===== config.mk =====
export PLATFORM = sky130hd
export DESIGN_NAME = mem_access_stage
export DESIGN_NICKNAME = d
export VERILOG_FILES = /design/src/rtl/mem_access_stage.sv
export SDC_FILE = /design/constraint.sdc
export NUM_CORES = 2
export LEC_CHECK = 0
export BUFFER_PORTS_ARGS = -buffer_cell sky130_fd_sc_hd__buf_2
export CORE_MARGIN = 8
export CORE_UTILIZATION = 45
export CTS_CLUSTER_DIAMETER = 80
export DETAILED_ROUTE_END_ITERATION = 6
export PLACE_DENSITY_LB_ADDON = 0.25
export SLEW_MARGIN = 20
export SYNTH_ARGS = -nofsm -noshare
export SYNTH_HDL_FRONTEND = slang
export SYNTH_SLANG_ARGS = --single-unit

===== constraint.sdc =====
create_clock -name Clk -period 5.9 [get_ports Clk]
set_clock_uncertainty 0.1 [all_clocks]
set_input_delay 1.77 -clock Clk [delete_from_list [all_inputs] [get_ports Clk]]
set_output_delay 1.77 -clock Clk [all_outputs]
set_load 0.1 [all_outputs]

===== src/rtl/mem_access_stage.sv =====
// mem_access_stage: memory stage of the 16-bit pipelined MIPS.
// Holds the data memory, performs loads and stores addressed by ALU_Res, and
// drives the MEM/WB pipeline register inputs. An access lasts MEM_LAT cycles.
// A two-state FSM (IDLE/BUSY) with a 4-bit down-counter raises Mem_Stall for
// the first MEM_LAT-1 cycles of each access.
//
// Optional feature macro: MEM_STALL_STATS_EN
//   When defined, the block adds the output Stall_Count[15:0]. It is a
//   saturating count of cycles with Mem_Stall=1 and is cleared by reset.
module mem_access_stage #(
  parameter int ADDR_W  = 8,  // word-address width; depth is 2**ADDR_W words
  parameter int MEM_LAT = 2   // access latency in cycles, 1..15
) (
  input  logic        Clk,
  input  logic        rst,
  input  logic        WB_EN_in,
  input  logic        MEM_R_EN,
  input  logic        MEM_W_EN,
  input  logic [9:0]  PC_in,
  input  logic [15:0] ALU_Res,
  input  logic [15:0] Val_Rm,
  input  logic [3:0]  Dst_in,
  output logic        WB_Enable,
  output logic        MemRead,
  output logic [9:0]  PC,
  output logic [15:0] ALU_Result,
  output logic [15:0] DataMem,
  output logic [3:0]  Dst_Mem,
  output logic        Mem_Stall
`ifdef MEM_STALL_STATS_EN
  ,
  output logic [15:0] Stall_Count
`endif
);

  localparam int DEPTH = 1 << ADDR_W;

  // FSM encoding kept as plain constants for compatibility with older tools.
  localparam logic [0:0] IDLE = 1'b0;
  localparam logic [0:0] BUSY = 1'b1;

  // Multi-cycle accesses go through BUSY; a single-cycle access never leaves IDLE.
  localparam bit         MULTI_CYCLE = (MEM_LAT > 1);
  // Counter value loaded on entry to BUSY: the number of further stall cycles.
  localparam logic [3:0] CNT_INIT    = MULTI_CYCLE ? 4'(MEM_LAT - 2) : 4'd0;

  // Reject an out-of-range latency at elaboration instead of silently
  // truncating it into the 4-bit counter.
  if (MEM_LAT < 1 || MEM_LAT > 15) begin : g_bad_latency
    $error("mem_access_stage: MEM_LAT must be within 1..15");
  end

  // ---------------------------------------------------------------------------
  // Storage and addressing
  // ---------------------------------------------------------------------------
  logic [15:0]       mem [DEPTH];
  logic [ADDR_W-1:0] word_idx;
  logic              unused_addr_bits;

  // Byte address to word index: bit 0 is dropped and high bits wrap.
  assign word_idx         = ALU_Res[ADDR_W:1];
  assign unused_addr_bits = ^{ALU_Res[15:ADDR_W+1], ALU_Res[0]};

  // ---------------------------------------------------------------------------
  // Access sequencing
  // ---------------------------------------------------------------------------
  logic [0:0] state;
  logic [0:0] state_nx;
  logic [3:0] cnt;
  logic [3:0] cnt_nx;
  logic       req;
  logic       stall;
  logic       final_cycle;

  assign req = MEM_R_EN | MEM_W_EN;

  // Decode the current cycle (stall / final) and the next FSM state.
  always_comb begin
    // NOTE: every output of this block gets a default first so no path leaves
    // it unassigned; without that the tool infers a latch.
    state_nx    = state;
    cnt_nx      = cnt;
    stall       = 1'b0;
    final_cycle = 1'b0;

    case (state)
      IDLE: begin
        if (req) begin
          if (MULTI_CYCLE) begin
            stall    = 1'b1;
            state_nx = BUSY;
            cnt_nx   = CNT_INIT;
          end else begin
            final_cycle = 1'b1;
          end
        end
      end
      BUSY: begin
        if (cnt == 4'd0) begin
          final_cycle = 1'b1;
          state_nx    = IDLE;
        end else begin
          stall  = 1'b1;
          cnt_nx = cnt - 4'd1;
        end
      end
    endcase

    // While reset is held nothing stalls and no access completes, so an
    // interrupted store can never commit on the reset edge.
    if (!rst) begin
      stall       = 1'b0;
      final_cycle = 1'b0;
    end
  end

  // FSM state and latency counter; reset aborts any access in flight.
  always_ff @(posedge Clk) begin
    // NOTE: sequential state uses non-blocking assignments so every register
    // samples the pre-edge values regardless of statement order.
    if (!rst) begin
      state <= IDLE;
      cnt   <= 4'd0;
    end else begin
      state <= state_nx;
      cnt   <= cnt_nx;
    end
  end

  // Store commits on the edge that ends the final access cycle.
  always_ff @(posedge Clk) begin
    // NOTE: the memory array has no reset branch; its contents survive reset
    // and it can map onto plain RAM cells.
    if (final_cycle && MEM_W_EN) begin
      mem[word_idx] <= Val_Rm;
    end
  end

  // ---------------------------------------------------------------------------
  // MEM/WB register inputs
  // ---------------------------------------------------------------------------
  // The asynchronous read sees the pre-store word, so a combined load+store
  // returns the old content.
  assign DataMem    = mem[word_idx];
  assign PC         = PC_in;
  assign ALU_Result = ALU_Res;
  assign Dst_Mem    = Dst_in;

  // Stall cycles and reset cycles hand a bubble to MEM/WB.
  assign Mem_Stall  = stall;
  assign WB_Enable  = rst & ~stall & WB_EN_in;
  assign MemRead    = rst & ~stall & MEM_R_EN;

`ifdef MEM_STALL_STATS_EN
  // Saturating count of stalled cycles for performance monitoring.
  always_ff @(posedge Clk) begin
    if (!rst) begin
      Stall_Count <= 16'd0;
    end else if (stall && (Stall_Count != 16'hFFFF)) begin
      Stall_Count <= Stall_Count + 16'd1;
    end
  end
`endif

endmodule


* Word-level counts from Yosys, hierarchy flattened
Memory sizes are Yosys's and may differ from the RTL's.
Cells that the tools add are included.
** Word-level totals
- Register bits after elaboration :: 5
- RAM bits :: 4096
- Input bits :: 51
- Output and inout bits :: 49
- Logic and storage cells :: 27
- Memories :: 1
** Memory list
- mem :: depth 256, width 16, rd ports 1, clocked after Yosys merged registers in 0, wr ports 1, line 56 : logic [15:0] mem [DEPTH];
** Cells by class
- Add/sub/neg operators :: 1
- Equal/unequal tests :: 2
- Mux-type cells :: 12
- Bitwise gates (word level) :: 6
- Reductions and logical operators :: 3
** Operator list (number)
- 4-bit two-way mux :: 2
- 4-bit case mux with 2 select lines :: 1
- 1-bit two-way mux :: 7
- 4-bit logical NOT :: 1
- 2-bit != test (second input constant) :: 2
- 1-bit case mux with 2 select lines :: 2
- 4-bit by 1-bit subtractor with 4-bit output (second input constant) :: 1
- 1-bit AND :: 3
- 1-bit inverter :: 2
- 2-bit AND reduction :: 1
- 1-bit logical AND :: 1
- 1-bit OR :: 1

* Depth between registers and ports, before layout
- Depth in word-level cells :: 7
- Gate-level depth with buffers :: 9
- Mapped depth without buffers :: 7

* Worst setup path after synthesis
Ideal clock, no wire load.
- Kind :: in2out
- From :: in ALU_Res[2]
- To :: out DataMem[0]
- Arrival time :: 4.438 ns
- Required time :: 4.030 ns
- Path slack :: -0.407 ns
- Stages :: 8
- Buffers on the path :: 3
- Path through :: buf_2 -> clkbuf_1 -> buf_1 -> mux4_2 -> a22oi_1 -> a21oi_1 -> o41ai_1 -> nand4_1
** On the way
- Cells in the longest elaborated chain, start to end :: 1
** Ends and longest elaborated chain
- start: declaration :: line 20 : input logic [15:0] ALU_Res,
- memory 256 x 16 bit
- end: declaration :: line 27 : output logic [15:0] DataMem,
No other way between the ends.

* Worst setup path in the final report
- From :: in ALU_Res[1]
- To :: out DataMem[13]
Same word-level chain as after synthesis.

==> results.md <==
Power and ir drop:
- Summed over all nets, the switching power comes to 13.16 mW.
- IR analysis of the VDD net gives a maximum drop of 0.2863 mV.
- For this design the ratio of total power to cell area is 329.9 mW/mm².
- In this run switching power makes up 21.45% of total power.
- The overall power after layout is 61.37 mW.
- The design internal power is 48.20 mW.
- In this run, flip-flops and latches consume 52.3% of the power.
- The leakage dissipation is 58.90 nW.
- Of the total power, the clock network draws 41.7%.
- The share of total power dissipated in combinational logic is 6.0%.

Worst setup path:
- The type of element capturing the critical path is a primary output.
- The critical-path maximum fanout is 7.
- In this run the critical register-to-register path is captured at mem[62][12].
- The most critical setup path has its startpoint at ALU_Res[1].
- STA classifies the critical path startpoint as an input pin.
- The required time of the critical path is 4.03 ns.
- The kind of critical path is in2out.
- The capture point of the worst path is DataMem[13].
- STA puts the critical path data arrival time at 5.02 ns.
- The setup check on the worst reg-to-reg path leaves a slack of 1.83 ns.
- The worst register-to-register path begins at cnt[0].
- The number of cell instances on the worst register-to-register path is 10.

STA:
- The worst slew margin relative to its limit is 16.66%.
- Setup repair after global routing could not meet its margin everywhere.
- In the post-route analysis, the smallest setup slack over all paths is -0.9915 ns.
- The actual transition at the worst max-transition pin is 1.250 ns.
- The clock period minus worst slack is 6.892 ns.
- The number of slew-limit violations in the final report is 0.
- The worst path uses 116.8% of the clock period.
- Static timing analysis puts the maximum clock frequency at 145.1 MHz.
- The final-report hold violation count was 0.
- Setup violations remaining at the end of the flow were counted as 16.

Floorplan:
- After floorplanning, the core was divided into 215 placement rows.
- The floorplan core area is 0.3433 mm².
- The floorplan step set the die width to 603.5 µm.
- The starting density of the core is 45.25%.
- 100 I/O pins were placed.
- The area of the die is 0.3642 mm².
- The die extent in y is 603.5 µm.

Layout:
- The share of cells above drive strength 1 is 37.44%.
- Cells fill 54.18% of the core in the end.
- The finished layout holds 12.81k standard cells, fillers aside.
- From synthesis to final layout, the design area changed by 19.74%.
- Leaving out fill and tap cells, the most frequent cells in the layout are edfxtp_1, mux4_2, buf_4, clkbuf_16, a22oi_1.
- Leaving out fill and tap cells, the most frequent cell in the layout is edfxtp_1.
- For this run, the post-layout net count is 7963.

Clock tree:
- The TritonCTS clock tree is yes.
- The deepest level of the CTS H-tree is 5.
- The library cell used as clock root buffer is clkbuf_16.
- The total of hold buffers inserted after clock tree synthesis is 0.
- Clock tree synthesis found a total of 4101 sinks.
- Clock latency on the worst-skew pair, taken at its later pin, is 0.92 ns.
- The maximum clock insertion buffer count is 4.
- The number of buffers created by CTS is 413.
- Clock-pin slew was measured on the worst setup and hold paths at 0.06 ns.

Detailed routing:
- The residual DRC count is 0.
- The residual antenna-violating net count after detailed routing is 0.
- The first-pass iteration count of the detailed router is 5.
- The number of vias after detailed routing is 77.44k.
- The first routing iteration left 9839 violations.
- Dividing the detail-routed via count by the number of cells gives 6.045.
- The detailed-route wire length per cell is 32.13 µm.
- The sum of routed wire length over all layers is 411.6 mm.

Logic synthesis:
- The area share of xor/xnor cells in the synthesized design is 0.01128%.
- Counting every instance in the synthesized netlist gives 6750.
- Of the synthesized area, sequential elements account for 79.25%.
- The average instance area after synthesis is 23.01 µm².
- Summing the areas of all compound-gate instances in the mapped netlist gives 3.678% of the synthesized area.
- After Yosys synthesis, full adders, half adders and majority gates account for 0.008055% of the synthesized area.
- In this run the cell area of the synthesized design comes to 0.1553 mm².
- After Yosys synthesis, and, or, nand and nor cells account for 0.8804% of the synthesized area.
- The number of warnings issued by yosys is 0.
- The post-synthesis net count is 6802.
- By area, the combinational part of the netlist is dominated by multiplexers.
- Synthesis inferred 4101 register bits.
- The share of synthesized area spent on multiplexers is 14.85%.
- The unique cell type count in the Yosys netlist is 29.

Global routing:
- For this run, the total global-route usage over all layers was measured as 22.02%.
- The number of antenna violations at the first check in global routing came to 13.
- Summed over all layers, the global routing overflow is 0.
- The number of global-route vias before repair is 77.66k.
- The first-pass GRT wire length is 580.6 mm.
- Entering global routing, the biggest net connects 160 pins.

Placed design:
- During placement, the flow inserted port buffers numbering 55.
- Once placement completed, the tool counted placed cells totaling 11.91k.
- The sum of net half-perimeters after detailed placement is 249.4 mm.
- At the end of routability-driven placement, the weighted congestion stood at 0.8279.

Run status:
- The flow ran to the end, but the final reports show violations.
- The checks that failed: setup timing.

Job:
- The max-capacitance violation count is 0.

Min path:
- The worst hold-check path type is reg2reg.
[synth_stat cells]
master | number | area share (%)
edfxtp_1 | 4096 | 79
mux4_2 | 1024 | 15
a22oi_1 | 512 | 2.5
nor2_1 | 265 | 0.64
a21oi_1 | 259 | 0.83
clkbuf_1 | 252 | 0.61
buf_2 | 90 | 0.29
o41ai_1 | 64 | 0.36
buf_4 | 56 | 0.27
buf_1 | 36 | 0.087
nand2_1 | 30 | 0.072
nand4_1 | 17 | 0.068
buf_6 | 8 | 0.058
nor2b_1 | 6 | 0.024
dfxtp_1 | 5 | 0.064
inv_1 | 5 | 0.012
nor3_1 | 5 | 0.016
nand3_1 | 4 | 0.013
and3_1 | 3 | 0.012
and2_1 | 2 | 0.0081
nand2b_1 | 2 | 0.0081
nor3b_1 | 2 | 0.0097
a21o_1 | 1 | 0.0048
ha_1 | 1 | 0.0081
nor4_1 | 1 | 0.0040
o21ai_0 | 1 | 0.0032
or2_2 | 1 | 0.0040
xnor2_1 | 1 | 0.0056
xor2_1 | 1 | 0.0056
[worst min path at each step]
stage | to | slack [ns] | startpoint | cells past startpoint
global route | cnt[2] | 0.48 | cnt[2] | 2
finish | cnt[1] | 0.44 | cnt[1] | 2
detailed placement | cnt[0] | 0.41 | cnt[0] | 2
CTS | cnt[0] | 0.43 | cnt[0] | 2
global placement | cnt[0] | 0.39 | cnt[0] | 2
floorplan | cnt[0] | 0.38 | cnt[0] | 2
[cells by family (layout without fill, tap and decap cells)]
group / after synthesis / count (layout)
fa+ha+maj: 1 / 1
simple gates: 338 / 338
flops: 4101 / 4101
mux: 1024 / 1024
buf+inv: 447 / 1945
other cells: 0 / 5
xor+xnor: 2 / 2
compound gates: 837 / 837
[metal layers]
metal  vias to the layer above  part of all wire, %  GRT usage (%)
met5                         -               0.0051              0
met3                       627                  8.6          3.534
met2                      3596                   48          35.44
met1                     41760                   40          31.34
li1                      31450                    -              -
met4                         4                  3.3          6.577
[per-stage QoR]
stage	worst slack [ns]	TNS, ns	instance area, µm²	hold WS, ns
3_5_place_dp	-1.889	-22.05	169200	0.4127
6_report	-0.9915	-12.78	186000	0.4352
5_1_grt	-0.9510	-12.85	186000	0.4759
4_1_cts	-1.062	-13.98	184300	0.4275
3_3_place_gp	-1.861	-22.23	169200	0.3947
2_1_floorplan	-0.2563	-4.100	155900	0.3754
[area by class of cell]
cell class,count,area (µm²)
clock buffers,490,10710
inverters,5,18.77
multi-input cells,2202,32020
flip-flops and latches,4101,123100
repair buffers,1188,11950
well taps,4557,5702
fillers,25700,157300
diodes,5,12.51
clock inverters,262,2481
[registers in the layout (all words and copies together) (netlist names)]
register	flops
state	1
cnt	4
mem	4096
[worst max-delay path, stage by stage]
cell	delay, ns
buf_16	0.19
buf_16	0.21
buf_16	0.16
buf_8	0.13
mux4_2	0.51
a22oi_2	0.32
a21oi_4	0.15
o41ai_4	0.59
nand4_1	0.48
buf_4	0.30
buf_12	0.16
[timing repair]
item / 4_1_cts / 5_1_grt
pin swaps: 53 / 86
endpoints found under the setup margin: 16 / 16
buffers inserted: 58 / 74
endpoints found under the hold margin: 0 / 0
gates cloned: 9 / 10
gates resized for setup: 220 / 185
[power groups by stage]
stage                     registers, mW  logic, mW  clock network, mW
after CTS                          32.1       3.56               26.0
final                              32.1       3.68               25.6
after global routing               32.1       3.84               27.0
after floorplan                    32.7       1.66                  0
after detailed placement           32.7       3.39                  0
after global placement             32.7       3.34                  0
Power figures use the tool's default switching activity.
